==> src/rtl/regfile_dbg_pkg.sv <==
// Shared constants for the register-file debug dump frame.
// Used by the dump controller and the host-side frame checker.
package regfile_dbg_pkg;

  localparam int NUM_REGS_D = 16;
  localparam int ADDR_W_D   = 4;
  localparam int DATA_W_D   = 16;

  localparam logic [7:0] HEADER_BYTE = 8'hA5;

  localparam logic [2:0] ST_IDLE  = 3'd0;
  localparam logic [2:0] ST_HDR   = 3'd1;
  localparam logic [2:0] ST_FETCH = 3'd2;
  localparam logic [2:0] ST_HI    = 3'd3;
  localparam logic [2:0] ST_LO    = 3'd4;
  localparam logic [2:0] ST_SUM   = 3'd5;

  typedef enum logic [2:0] {
    IDLE  = ST_IDLE,
    HDR   = ST_HDR,
    FETCH = ST_FETCH,
    HI    = ST_HI,
    LO    = ST_LO,
    SUM   = ST_SUM
  } state_t;

endpackage

==> src/rtl/regfile_dump_ctrl_if.sv <==
// Byte stream with valid/ready handshake.
// Master drives data/valid, slave drives ready.
interface regfile_dump_ctrl_if;

  logic [7:0] out_data;
  logic       out_valid;
  logic       out_ready;

  modport master (
    output out_data,
    output out_valid,
    input  out_ready
  );

  modport slave (
    input  out_data,
    input  out_valid,
    output out_ready
  );

endinterface

==> src/rtl/regfile_dump_ctrl.sv <==
// Walks the register file and streams a framed dump:
// A5, hi/lo byte per register, XOR checksum of data bytes.
module regfile_dump_ctrl
  import regfile_dbg_pkg::*;
#(
  parameter int         NUM_REGS = NUM_REGS_D,
  parameter int         ADDR_W   = ADDR_W_D,
  parameter int         DATA_W   = DATA_W_D,
  parameter logic [7:0] HEADER   = HEADER_BYTE
) (
  input  logic              CLK,
  input  logic              RESET,
  input  logic              dump_start,
  output logic [ADDR_W-1:0] rd_addr,
  input  logic [DATA_W-1:0] rd_data,
  regfile_dump_ctrl_if.master stream,
  output logic              busy,
  output logic              cpu_stall,
  output logic              done
);

  localparam logic [ADDR_W-1:0] LAST_IDX =
    ADDR_W'(NUM_REGS - 1);

  state_t            state;
  state_t            stateNext;
  logic [ADDR_W-1:0] idx;
  logic [ADDR_W-1:0] idxNext;
  logic [7:0]        csum;
  logic [7:0]        csumNext;
  logic [7:0]        dataQ;
  logic [7:0]        dataNext;
  logic [DATA_W-1:0] wordQ;
  logic [DATA_W-1:0] wordNext;
  logic              validQ;
  logic              validNext;
  logic              busyQ;
  logic              busyNext;
  logic              doneQ;
  logic              doneNext;
  logic              xfer;

  assign xfer             = validQ & stream.out_ready;
  assign rd_addr          = idx;
  assign busy             = busyQ;
  assign cpu_stall        = busyQ;
  assign done             = doneQ;
  assign stream.out_data  = dataQ;
  assign stream.out_valid = validQ;

  always_ff @(posedge CLK or posedge RESET) begin
    if (RESET) begin
      state  <= IDLE;
      idx    <= '0;
      csum   <= '0;
      dataQ  <= '0;
      wordQ  <= '0;
      validQ <= 1'b0;
      busyQ  <= 1'b0;
      doneQ  <= 1'b0;
    end else begin
      state  <= stateNext;
      idx    <= idxNext;
      csum   <= csumNext;
      dataQ  <= dataNext;
      wordQ  <= wordNext;
      validQ <= validNext;
      busyQ  <= busyNext;
      doneQ  <= doneNext;
    end
  end

  // Outputs are computed one state ahead so they leave as registers.
  always_comb begin
    stateNext = state;
    idxNext   = idx;
    csumNext  = csum;
    dataNext  = dataQ;
    wordNext  = wordQ;
    validNext = validQ;
    busyNext  = busyQ;
    doneNext  = 1'b0;
    unique case (state)
      IDLE: begin
        if (dump_start) begin
          stateNext = HDR;
          idxNext   = '0;
          csumNext  = '0;
          dataNext  = HEADER;
          validNext = 1'b1;
          busyNext  = 1'b1;
        end
      end
      HDR: begin
        if (xfer) begin
          stateNext = FETCH;
          validNext = 1'b0;
        end
      end
      FETCH: begin
        wordNext  = rd_data;
        dataNext  = rd_data[15:8];
        validNext = 1'b1;
        stateNext = HI;
      end
      HI: begin
        if (xfer) begin
          csumNext  = csum ^ dataQ;
          dataNext  = wordQ[7:0];
          stateNext = LO;
        end
      end
      LO: begin
        if (xfer) begin
          csumNext = csum ^ dataQ;
          if (idx == LAST_IDX) begin
            dataNext  = csumNext;
            stateNext = SUM;
          end else begin
            idxNext   = idx + 1'b1;
            validNext = 1'b0;
            stateNext = FETCH;
          end
        end
      end
      SUM: begin
        if (xfer) begin
          validNext = 1'b0;
          busyNext  = 1'b0;
          doneNext  = 1'b1;
          stateNext = IDLE;
        end
      end
      default: stateNext = IDLE;
    endcase
  end

endmodule

==> src/flat_wrapper.sv <==
// flat-port wrapper written by rule: the top's interface ports become plain ports
module regfile_dump_ctrl_flat import regfile_dbg_pkg::*;
#(
  parameter int         NUM_REGS = NUM_REGS_D,
  parameter int         ADDR_W   = ADDR_W_D,
  parameter int         DATA_W   = DATA_W_D,
  parameter logic [7:0] HEADER   = HEADER_BYTE
)
  (CLK, RESET, dump_start, rd_addr, rd_data, busy, cpu_stall, done, stream_out_data, stream_out_valid, stream_out_ready);
  regfile_dump_ctrl_if stream_i ();
  input  logic CLK;
  input  logic RESET;
  input  logic dump_start;
  output logic [ADDR_W-1:0] rd_addr;
  input  logic [DATA_W-1:0] rd_data;
  output logic busy;
  output logic cpu_stall;
  output logic done;
  output wire logic [$bits(stream_i.out_data)-1:0] stream_out_data;
  output wire logic [$bits(stream_i.out_valid)-1:0] stream_out_valid;
  input wire logic [$bits(stream_i.out_ready)-1:0] stream_out_ready;
  assign stream_out_data = stream_i.out_data;
  assign stream_out_valid = stream_i.out_valid;
  assign stream_i.out_ready = stream_out_ready;
  regfile_dump_ctrl #(.NUM_REGS(NUM_REGS), .ADDR_W(ADDR_W), .DATA_W(DATA_W), .HEADER(HEADER)) u_core (.CLK(CLK), .RESET(RESET), .dump_start(dump_start), .rd_addr(rd_addr), .rd_data(rd_data), .stream(stream_i), .busy(busy), .cpu_stall(cpu_stall), .done(done));
endmodule
==> config.mk <==
export PLATFORM = sky130hd
export DESIGN_NAME = regfile_dump_ctrl_flat
export DESIGN_NICKNAME = d
export VERILOG_FILES = /design/src/rtl/regfile_dbg_pkg.sv /design/src/rtl/regfile_dump_ctrl_if.sv /design/src/rtl/regfile_dump_ctrl.sv /design/src/flat_wrapper.sv
export SDC_FILE = /design/constraint.sdc
export NUM_CORES = 1
export LEC_CHECK = 0
export BUFFER_PORTS_ARGS = -buffer_cell sky130_fd_sc_hd__buf_2
export CORE_MARGIN = 5
export CORE_UTILIZATION = 55
export DETAILED_ROUTE_END_ITERATION = 6
export GPL_ROUTABILITY_DRIVEN = 0
export GPL_TIMING_DRIVEN = 0
export HOLD_SLACK_MARGIN = 0.02
export MAX_ROUTING_LAYER = met4
export PLACE_DENSITY = 0.77
export SETUP_SLACK_MARGIN = 0.02
export SLEW_MARGIN = 20
export SYNTH_ARGS = -nofsm -noshare
export SYNTH_HDL_FRONTEND = slang
export SYNTH_SLANG_ARGS = --single-unit
==> constraint.sdc <==
create_clock -name CLK -period 2.1 [get_ports CLK]
set_clock_uncertainty 0.2 [all_clocks]
set_input_delay 0.315 -clock CLK [delete_from_list [all_inputs] [get_ports CLK]]
set_output_delay 0.315 -clock CLK [all_outputs]
set_load 0.01 [all_outputs]
==> report_table.html, run 1 <==
<table>
<tr><th>Metric</th><th>Value</th></tr>
<tr><th colspan="2">Worst setup path</th></tr>
<tr><td>Worst Path Required</td><td>between 2000 and 2500 ps</td></tr>
<tr><td>Data arrival time of the critical path</td><td>between 2000 and 2500 ps</td></tr>
<tr><td>Maximum fanout along the worst path</td><td>10</td></tr>
<tr><td>Buffering stage count on the worst path with inverters included</td><td>1</td></tr>
<tr><td>Kind of cell with the highest combined delay on the critical path</td><td>compound AO/OA/AOI/OAI gates</td></tr>
<tr><td>Crit path largest cell delay</td><td>~480 ps</td></tr>
<tr><td>Slowest cell on crit path</td><td>sky130_fd_sc_hd__or3b_2</td></tr>
<tr><td>Cells along the critical path</td><td>buf_4 -&gt; or3b_2 -&gt; a21oi_4 -&gt; o22a_1 -&gt; o22ai_2</td></tr>
<tr><td>Type of element launching the critical path</td><td>register</td></tr>
<tr><td>Kind of end point of the critical path</td><td>register</td></tr>
<tr><td>Category of the critical setup timing path</td><td>register to register</td></tr>
<tr><th colspan="2">Pwr</th></tr>
<tr><td>Power density over cell area</td><td>1300 nW/µm²</td></tr>
<tr><td>Part of the power in registers</td><td>0.383</td></tr>
<tr><td>P_sw</td><td>roughly 1.2 mW</td></tr>
<tr><td>Portion of total power attributed to the clock network</td><td>0.129</td></tr>
<tr><td>P_leak</td><td>between 1 and 1.5 nW</td></tr>
<tr><td>Fraction of power consumed by combinational cells</td><td>0.487</td></tr>
<tr><td>Share of total power consumed by net switching</td><td>0.412</td></tr>
<tr><td>Max rail drop VDD</td><td>779 µV</td></tr>
<tr><td>Internal power of the cells</td><td>~1.8 mW</td></tr>
<tr><td>Design Power</td><td>2.99 mW</td></tr>
<tr><th colspan="2">CTS</th></tr>
<tr><td>TritonCTS buffer count</td><td>5</td></tr>
<tr><td>Clock transition at the registers of the reported paths</td><td>roughly 110 ps</td></tr>
<tr><td>Clock tree root buffer cell</td><td>sky130_fd_sc_hd__clkbuf_4</td></tr>
<tr><td>Number of clock sinks</td><td>34</td></tr>
<tr><td>Max H-tree Level</td><td>2</td></tr>
<tr><td>Maximum clock insertion buffer count</td><td>2</td></tr>
<tr><td>Clock tree from TritonCTS</td><td>built</td></tr>
<tr><td>Clock latency at the later pin of the worst-skew pair</td><td>approximately 340 ps</td></tr>
<tr><th colspan="2">Layout</th></tr>
<tr><td>Number of nets at the end of the flow</td><td>between 200 and 300</td></tr>
<tr><td>Synth-to-Final Area Change</td><td>21.8%</td></tr>
<tr><td>Final instance count without filler cells</td><td>279</td></tr>
<tr><td>Ant diodes</td><td>0</td></tr>
<tr><td>Share of layout cells above drive strength 1</td><td>0.313</td></tr>
<tr><td>Most common library cell in the layout ignoring fill and taps</td><td>sky130_fd_sc_hd__buf_2</td></tr>
<tr><td>Most frequent cells in the layout</td><td>sky130_fd_sc_hd__buf_2, sky130_fd_sc_hd__dfrtp_1, sky130_fd_sc_hd__inv_1</td></tr>
<tr><td>Post-route cell area</td><td>about 2300 µm²</td></tr>
<tr><th colspan="2">Routing</th></tr>
<tr><td>Detail-routed net length per standard cell</td><td>17.3 µm</td></tr>
<tr><td>DRC viols</td><td>0</td></tr>
<tr><td>Final wirelength</td><td>slightly below 5000 µm</td></tr>
<tr><td>Detailed-route vias per instance</td><td>6.11</td></tr>
<tr><td>Count of TritonRoute iterations in the first routing pass</td><td>5</td></tr>
<tr><td>Post-route antenna net violation count</td><td>0</td></tr>
<tr><td>Count of vias placed by the detailed router</td><td>1704</td></tr>
<tr><td>First-iteration detailed-routing DRC count</td><td>approximately 190</td></tr>
<tr><th colspan="2">Logic synthesis</th></tr>
<tr><td>Synthesized netlist net count</td><td>between 200 and 250</td></tr>
<tr><td>Number of flops mapped to enable cells by yosys</td><td>0</td></tr>
<tr><td>Number of warnings issued by yosys</td><td>0</td></tr>
<tr><td>Syn Area/Cell</td><td>between 10 and 15 µm²</td></tr>
<tr><td>Syn Std Cell Area</td><td>1890 µm²</td></tr>
<tr><td>Post-synthesis cell type count</td><td>43</td></tr>
<tr><td>Mapped Cells</td><td>around 180</td></tr>
<tr><td>Fraction of registers with async set/reset</td><td>1.00</td></tr>
<tr><td>Post-synth top flop</td><td>sky130_fd_sc_hd__dfrtp_1</td></tr>
<tr><td>Number of synthesized register bits</td><td>34</td></tr>
<tr><td>Seq/Total Area, Yosys</td><td>0.451</td></tr>
<tr><th colspan="2">Floorplan</th></tr>
<tr><td>Die extent in y</td><td>68.6 µm</td></tr>
<tr><td>Die X-Extent</td><td>between 60 and 70 µm</td></tr>
<tr><td>Count of boundary I/O pins</td><td>36</td></tr>
<tr><td>Area of the core</td><td>roughly 3300 µm²</td></tr>
<tr><td>Number of cell rows</td><td>21</td></tr>
<tr><td>Total die area</td><td>approximately 4700 µm²</td></tr>
<tr><td>Initial core utilization</td><td>0.566</td></tr>
<tr><th colspan="2">Timing</th></tr>
<tr><td>Highest clock frequency the design can meet</td><td>about 490 MHz</td></tr>
<tr><td>Post-layout min period</td><td>roughly 2000 ps</td></tr>
<tr><td>Slew at the pin closest to its max-slew limit</td><td>704 ps</td></tr>
<tr><td>Final Max Slew Viols</td><td>0</td></tr>
<tr><td>Setup ws final</td><td>just over 50 ps</td></tr>
<tr><td>RSZ-0062 raised after global routing</td><td>yes</td></tr>
<tr><td>Final Hold Fails</td><td>0</td></tr>
<tr><td>Finish-stage setup viols</td><td>0</td></tr>
<tr><td>Period utilisation layout</td><td>0.976</td></tr>
<tr><td>Headroom to the max-slew limit</td><td>0.530</td></tr>
<tr><th colspan="2">Global routing</th></tr>
<tr><td>First-pass GRT wire length</td><td>about 7800 µm</td></tr>
<tr><td>Vias in the first global route</td><td>about 1700</td></tr>
<tr><td>Largest net degree at the start of global routing</td><td>35</td></tr>
<tr><td>Global-route total usage across every layer</td><td>0.234</td></tr>
<tr><td>Initial antenna violation count</td><td>0</td></tr>
<tr><td>GRT Residual Overflow</td><td>0</td></tr>
<tr><th colspan="2">Place</th></tr>
<tr><td>Total cell area at the placement stage</td><td>between 2000 and 2500 µm²</td></tr>
<tr><td>DP Worst Slack</td><td>-107 ps</td></tr>
<tr><td>Total of buffers placed on input and output ports</td><td>35</td></tr>
<tr><td>Post-detail-place hpwl</td><td>between 3000 and 4000 µm</td></tr>
<tr><td>Dpl cells</td><td>about 260</td></tr>
<tr><th colspan="2">Min path</th></tr>
<tr><td>Worst min-delay path class</td><td>input port to register</td></tr>
<tr><th colspan="2">Outcome</th></tr>
<tr><td>Run status</td><td>finished clean</td></tr>
<tr><th colspan="2">Run</th></tr>
<tr><td>Max cap viols</td><td>0</td></tr>
</table>
## final timing paths
path	start	to	slack, ps	cells after the start
worst max-delay path	u_core.state[0]	u_core.csum[3]	50	5
worst min-delay path	stream_out_ready	u_core.stream.out_valid	110	4
worst max register to register	u_core.state[0]	u_core.csum[3]	50	5
worst min register to register	u_core.wordQ[1]	u_core.wordQ[1]	320	1
max in group asynchronous	RESET	u_core.state[0]	790	3
min in group asynchronous	RESET	u_core.rd_addr[0]	420	3
## through the flow
step | util | TNS (ps) | hold WS [ps]
after floorplan | - | 0 | 257
after global placement | 0.636 | -622 | 290
after detailed placement | 0.636 | -1040 | 280
after CTS | 0.686 | 0 | 109
after global routing | 0.689 | 0 | 151
final | 0.689 | 0 | 115
## power groups by stage
stage / registers [mW] / clock network [mW] / logic [mW]
after floorplan: 1.15 / 0 / 0.994
after global placement: 1.13 / 0 / 1.33
after detailed placement: 1.15 / 0 / 1.38
after CTS: 1.14 / 0.390 / 1.43
after global routing: 1.18 / 0.420 / 1.60
final: 1.15 / 0.386 / 1.46
## logic make-up (layout without fill, tap and decap cells)
family                   count (synthesis)  after routing  synth area share
AO/OA/AOI/OAI                           54             54             0.225
AND/OR/NAND/NOR                         48             48             0.148
flip-flops                              34             34             0.451
buffers and inverters                   27             78            0.0702
multiplexers                            17             17            0.0954
adder cells (fa/ha/maj)                  1              1           0.00663
XOR/XNOR                                 1              1           0.00464
## Yosys cell counts, drive strengths merged (3+ instances only)
cell     instances  area share
a21oi            4       0.013
a32o             8       0.042
a32oi            4       0.019
buf              8       0.032
clkbuf           7       0.014
dfrtp           34        0.45
inv             12       0.024
mux2             8       0.048
mux2i            9       0.048
nand2            9       0.018
nand2b           6       0.024
nand3            5       0.013
nand4            9       0.030
nor2             4      0.0079
nor3             3      0.0079
o21ai           11       0.029
o22a             4       0.019
o22ai            8       0.040
o2bb2ai          4       0.019
o32ai            4       0.019
## state kept, by name, summed over array words and instances, names as in the netlist
name / count
u_core.done: 1
u_core.state: 3
u_core.stream.out_data: 8
u_core.busy: 1
u_core.rd_addr: 4
u_core.wordQ: 8
u_core.stream.out_valid: 1
u_core.csum: 8
## tightest hold or removal path, delay by kind of cell
family | cells | cell delay, ps
buffers and inverters | 2 | 170
AO/OA/AOI/OAI | 2 | 130
## area by class of cell
class                           count  area (µm²)
Buffer                             12        80.1
Clock buffer                        7        55.1
Clock inverter                      1        5.00
Fill cell                         271        1040
Inverter                           12        45.0
Multi-Input combinational cell    121         925
Sequential cell                    34         852
Tap cell                           46        57.6
Timing Repair Buffer               46         280
## timing repair
item / 4_1_cts / 5_1_grt
cloned: 0 / 0
pin swaps: 0 / 2
setup endpoints to repair: 24 / 12
setup buffers: 0 / 2
resized for setup: 6 / 6
endpoints found under the hold margin: 42 / 0
hold buffers: 9 / 0
## metal layers
layer	GRT usage	up-vias	wire length [µm]
li1	-	785	-
met1	0.278	822	1870
met2	0.379	87	2520
met3	0.0616	10	360
met4	0.0893	0	82
met5	-	-	0
Note: power is estimated with default switching activity, not from simulation.
==> inputs of run 2 (changes only) <==
- ABC_AREA: unset -> 1
==> report_table.html, run 2 <==
<table>
<tr><th>Metric</th><th>Value</th></tr>
<tr><th colspan="2">Timing</th></tr>
<tr><td>Headroom to the max-slew limit</td><td>0.535 (was 0.530)</td></tr>
<tr><td>RSZ-0062 raised after global routing</td><td>no (was yes)</td></tr>
<tr><td>Final worst hold slack</td><td>68.4 ps (was 115 ps)</td></tr>
<tr><td>Setup_tns</td><td>0 ps (unchanged)</td></tr>
<tr><td>Final Hold Fails</td><td>0 (unchanged)</td></tr>
<tr><td>Finish-stage setup viols</td><td>0 (unchanged)</td></tr>
<tr><td>Slew at the pin closest to its max-slew limit</td><td>696 ps (was 704 ps)</td></tr>
<tr><td>Post-layout min period</td><td>1850 ps (was 2050 ps)</td></tr>
<tr><td>Highest clock frequency the design can meet</td><td>541 MHz (was 488 MHz)</td></tr>
<tr><td>Period utilisation layout</td><td>0.881 (was 0.976)</td></tr>
<tr><td>Final Max Slew Viols</td><td>0 (unchanged)</td></tr>
<tr><th colspan="2">Logic synthesis</th></tr>
<tr><td>Number of synthesized register bits</td><td>34 (unchanged)</td></tr>
<tr><td>Ranking of synthesized cells by instance count</td><td>sky130_fd_sc_hd__nand2_1, sky130_fd_sc_hd__dfrtp_1, sky130_fd_sc_hd__inv_1 (was sky130_fd_sc_hd__dfrtp_1, sky130_fd_sc_hd__inv_1, sky130_fd_sc_hd__o21ai_0)</td></tr>
<tr><td>Post-synth top flop</td><td>sky130_fd_sc_hd__dfrtp_1 (unchanged)</td></tr>
<tr><td>Synth top area share</td><td>0.431 (was 0.451)</td></tr>
<tr><td>Mapped Cells</td><td>267 (was 182)</td></tr>
<tr><td>Seq/Total Area, Yosys</td><td>0.431 (was 0.451)</td></tr>
<tr><td>Number of warnings issued by yosys</td><td>0 (unchanged)</td></tr>
<tr><td>Number of flops mapped to enable cells by yosys</td><td>0 (unchanged)</td></tr>
<tr><td>Syn Area/Cell</td><td>7.40 µm² (was 10.4 µm²)</td></tr>
<tr><td>Synthesized netlist net count</td><td>288 (was 203)</td></tr>
<tr><td>Fraction of registers with async set/reset</td><td>1.00 (unchanged)</td></tr>
<tr><td>Syn Std Cell Area</td><td>1980 µm² (was 1890 µm²)</td></tr>
<tr><td>Post-synthesis cell type count</td><td>23 (was 43)</td></tr>
<tr><td>Dominant cells by area after synthesis</td><td>sky130_fd_sc_hd__dfrtp_1, sky130_fd_sc_hd__nand2_1, sky130_fd_sc_hd__nand3_1 (was sky130_fd_sc_hd__dfrtp_1, sky130_fd_sc_hd__mux2i_1, sky130_fd_sc_hd__mux2_2)</td></tr>
<tr><td>Top-count cell post-synth</td><td>sky130_fd_sc_hd__nand2_1 (was sky130_fd_sc_hd__dfrtp_1)</td></tr>
<tr><td>Post-synth top area cell</td><td>sky130_fd_sc_hd__dfrtp_1 (unchanged)</td></tr>
<tr><th colspan="2">Routing</th></tr>
<tr><td>Detailed-route vias per instance</td><td>4.90 (was 6.11)</td></tr>
<tr><td>Detail-routed net length per standard cell</td><td>12.1 µm (was 17.3 µm)</td></tr>
<tr><td>Count of vias placed by the detailed router</td><td>1782 (was 1704)</td></tr>
<tr><td>Post-route antenna net violation count</td><td>0 (unchanged)</td></tr>
<tr><td>Count of TritonRoute iterations in the first routing pass</td><td>5 (unchanged)</td></tr>
<tr><td>DRC viols</td><td>0 (unchanged)</td></tr>
<tr><td>Final wirelength</td><td>4390 µm (was 4830 µm)</td></tr>
<tr><td>First-iteration detailed-routing DRC count</td><td>97 (was 191)</td></tr>
<tr><th colspan="2">Pwr</th></tr>
<tr><td>Internal power of the cells</td><td>1.60 mW (was 1.76 mW)</td></tr>
<tr><td>Share of total power consumed by net switching</td><td>0.484 (was 0.412)</td></tr>
<tr><td>P_sw</td><td>1.50 mW (was 1.23 mW)</td></tr>
<tr><td>P_leak</td><td>1.34 nW (was 1.04 nW)</td></tr>
<tr><td>Portion of total power attributed to the clock network</td><td>0.111 (was 0.129)</td></tr>
<tr><td>Part of the power in registers</td><td>0.339 (was 0.383)</td></tr>
<tr><td>Fraction of power consumed by combinational cells</td><td>0.551 (was 0.487)</td></tr>
<tr><td>Power density over cell area</td><td>1320 nW/µm² (was 1300 nW/µm²)</td></tr>
<tr><td>Max rail drop VDD</td><td>672 µV (was 779 µV)</td></tr>
<tr><th colspan="2">CTS</th></tr>
<tr><td>Clock latency at the later pin of the worst-skew pair</td><td>350 ps (was 340 ps)</td></tr>
<tr><td>Maximum clock insertion buffer count</td><td>2 (unchanged)</td></tr>
<tr><td>Clock tree root buffer cell</td><td>sky130_fd_sc_hd__clkbuf_4 (unchanged)</td></tr>
<tr><td>TritonCTS buffer count</td><td>5 (unchanged)</td></tr>
<tr><td>Number of clock sinks</td><td>34 (unchanged)</td></tr>
<tr><td># resized after CTS</td><td>0 (was 6)</td></tr>
<tr><td>Clock transition at the registers of the reported paths</td><td>110 ps (about the same)</td></tr>
<tr><td>Clock tree from TritonCTS</td><td>built (unchanged)</td></tr>
<tr><td>Number of buffers inserted to repair setup after CTS</td><td>0 (unchanged)</td></tr>
<tr><td>Hold buffer count at cts</td><td>9 (unchanged)</td></tr>
<tr><td>Max H-tree Level</td><td>2 (unchanged)</td></tr>
<tr><th colspan="2">Floorplan</th></tr>
<tr><td>Total die area</td><td>4890 µm² (was 4700 µm²)</td></tr>
<tr><td>Count of boundary I/O pins</td><td>36 (unchanged)</td></tr>
<tr><td>Initial core utilization</td><td>0.578 (was 0.566)</td></tr>
<tr><td>Die X-Extent</td><td>69.9 µm (was 68.6 µm)</td></tr>
<tr><td>Number of cell rows</td><td>21 (unchanged)</td></tr>
<tr><td>Die extent in y</td><td>69.9 µm (was 68.6 µm)</td></tr>
<tr><td>Area of the core</td><td>3420 µm² (was 3340 µm²)</td></tr>
<tr><th colspan="2">Layout</th></tr>
<tr><td>Share of layout cells above drive strength 1</td><td>0.217 (was 0.313)</td></tr>
<tr><td>Most common library cell in the layout ignoring fill and taps</td><td>sky130_fd_sc_hd__nand2_1 (was sky130_fd_sc_hd__buf_2)</td></tr>
<tr><td>Synth-to-Final Area Change</td><td>18.7% (was 21.8%)</td></tr>
<tr><td>Area taken by multi-input logic gates</td><td>985 µm² (was 925 µm²)</td></tr>
<tr><td>Area taken by flip-flops and latches</td><td>851 µm² (was 852 µm²)</td></tr>
<tr><td>Most frequent cells in the layout</td><td>sky130_fd_sc_hd__nand2_1, sky130_fd_sc_hd__buf_2, sky130_fd_sc_hd__dfrtp_1 (was sky130_fd_sc_hd__buf_2, sky130_fd_sc_hd__dfrtp_1, sky130_fd_sc_hd__inv_1)</td></tr>
<tr><td>Count of fill cells added during filler insertion</td><td>307 (was 271)</td></tr>
<tr><td>Number of nets at the end of the flow</td><td>339 (was 253)</td></tr>
<tr><td>Ant diodes</td><td>0 (unchanged)</td></tr>
<tr><th colspan="2">Min path</th></tr>
<tr><td>Worst min-delay path class</td><td>input port to register (unchanged)</td></tr>
<tr><th colspan="2">Run</th></tr>
<tr><td>Max cap viols</td><td>0 (unchanged)</td></tr>
<tr><th colspan="2">Global routing</th></tr>
<tr><td>Largest net degree at the start of global routing</td><td>35 (unchanged)</td></tr>
<tr><td>First-pass GRT wire length</td><td>7600 µm (was 7780 µm)</td></tr>
<tr><td>Initial antenna violation count</td><td>0 (unchanged)</td></tr>
<tr><td>Vias in the first global route</td><td>1666 (was 1672)</td></tr>
<tr><td>GRT Residual Overflow</td><td>0 (unchanged)</td></tr>
<tr><td>Global-route total usage across every layer</td><td>0.198 (was 0.234)</td></tr>
<tr><th colspan="2">Place</th></tr>
<tr><td>Post-detail-place hpwl</td><td>3170 µm (was 3200 µm)</td></tr>
<tr><td>Total of buffers placed on input and output ports</td><td>35 (unchanged)</td></tr>
<tr><th colspan="2">Worst setup path</th></tr>
<tr><td>Category of the critical setup timing path</td><td>register to register (unchanged)</td></tr>
<tr><td>Data arrival time of the critical path</td><td>1880 ps (was 2070 ps)</td></tr>
<tr><td>Kind of end point of the critical path</td><td>register (unchanged)</td></tr>
<tr><td>Maximum fanout along the worst path</td><td>5 (was 10)</td></tr>
<tr><td>Type of element launching the critical path</td><td>register (unchanged)</td></tr>
<tr><td>Worst Path Required</td><td>2130 ps (was 2120 ps)</td></tr>
<tr><th colspan="2">Outcome</th></tr>
<tr><td>Run status</td><td>finished clean (unchanged)</td></tr>
</table>
-- run 2: worst max-delay path, stage by stage, from the launching register on --
cell and delay (ps):
sky130_fd_sc_hd__dfrtp_1 410, sky130_fd_sc_hd__ha_1 200, sky130_fd_sc_hd__nand3_1 180, sky130_fd_sc_hd__o21ai_0 480, sky130_fd_sc_hd__nor2_2 130, sky130_fd_sc_hd__nand3_1 90, sky130_fd_sc_hd__o21ai_1 60
-- run 2: area by class of cell --
type	instances	area share
buffer	7	0.0261
clock buffer	5	0.0160
clock inverter	2	0.00427
inverter	21	0.0336
multi-input combinational	205	0.420
sequential	34	0.363
tap	46	0.0245
timing repair buffer	44	0.113
-- run 2: power groups by stage --
stage	sequential [mW]	clock [mW]	combinational, mW
floorplan	1.08	0	1.25
global placement	1.06	0	1.66
detailed placement	1.07	0	1.69
CTS	1.05	0.343	1.71
global route	1.09	0.371	1.94
finish	1.05	0.344	1.71
-- run 2: kinds of logic after synthesis --
group,count (synthesis),synth area share
compound gates,10,0.0272
xor+xnor,7,0.0310
flops,34,0.431
fa+ha+maj,1,0.00633
buf+inv,28,0.0709
simple gates,187,0.434
-- run 2: per-layer routing --
layer,GRT usage,vias up,share of wire
met1,0.271,794,0.48
li1,-,930,-
met3,0.0402,7,0.057
met4,0.0660,0,0.013
met5,-,-,0
met2,0.295,51,0.45
-- run 2: metrics by stage --
| step | cell area [µm²] | setup slack (ps) | std cells | utilization | total power [mW] |
|---|---|---|---|---|---|
| 2_1_floorplan | 1980 | 506 | 267 | - | 2.33 |
| 3_3_place_gp | 2210 | 328 | 348 | 0.647 | 2.72 |
| 3_5_place_dp | 2210 | 309 | 348 | 0.647 | 2.76 |
| 4_1_cts | 2350 | 289 | 364 | 0.687 | 3.11 |
| 5_1_grt | 2350 | 126 | 364 | 0.687 | 3.40 |
| 6_report | 2350 | 251 | 364 | 0.687 | 3.10 |
-- run 2: path summary, 6_finish.rpt --
path	slack, ps	from	cells after the start	to
max in group asynchronous	810	RESET	3	u_core.stream.out_data[2]
worst min register to register	290	u_core.wordQ[1]	2	u_core.wordQ[1]
worst min-delay path	70	rd_data[9]	5	u_core.stream.out_data[1]
worst max register to register	250	u_core.rd_addr[1]	6	u_core.rd_addr[0]
min in group asynchronous	430	RESET	3	u_core.csum[4]
worst max-delay path	250	u_core.rd_addr[1]	6	u_core.rd_addr[0]
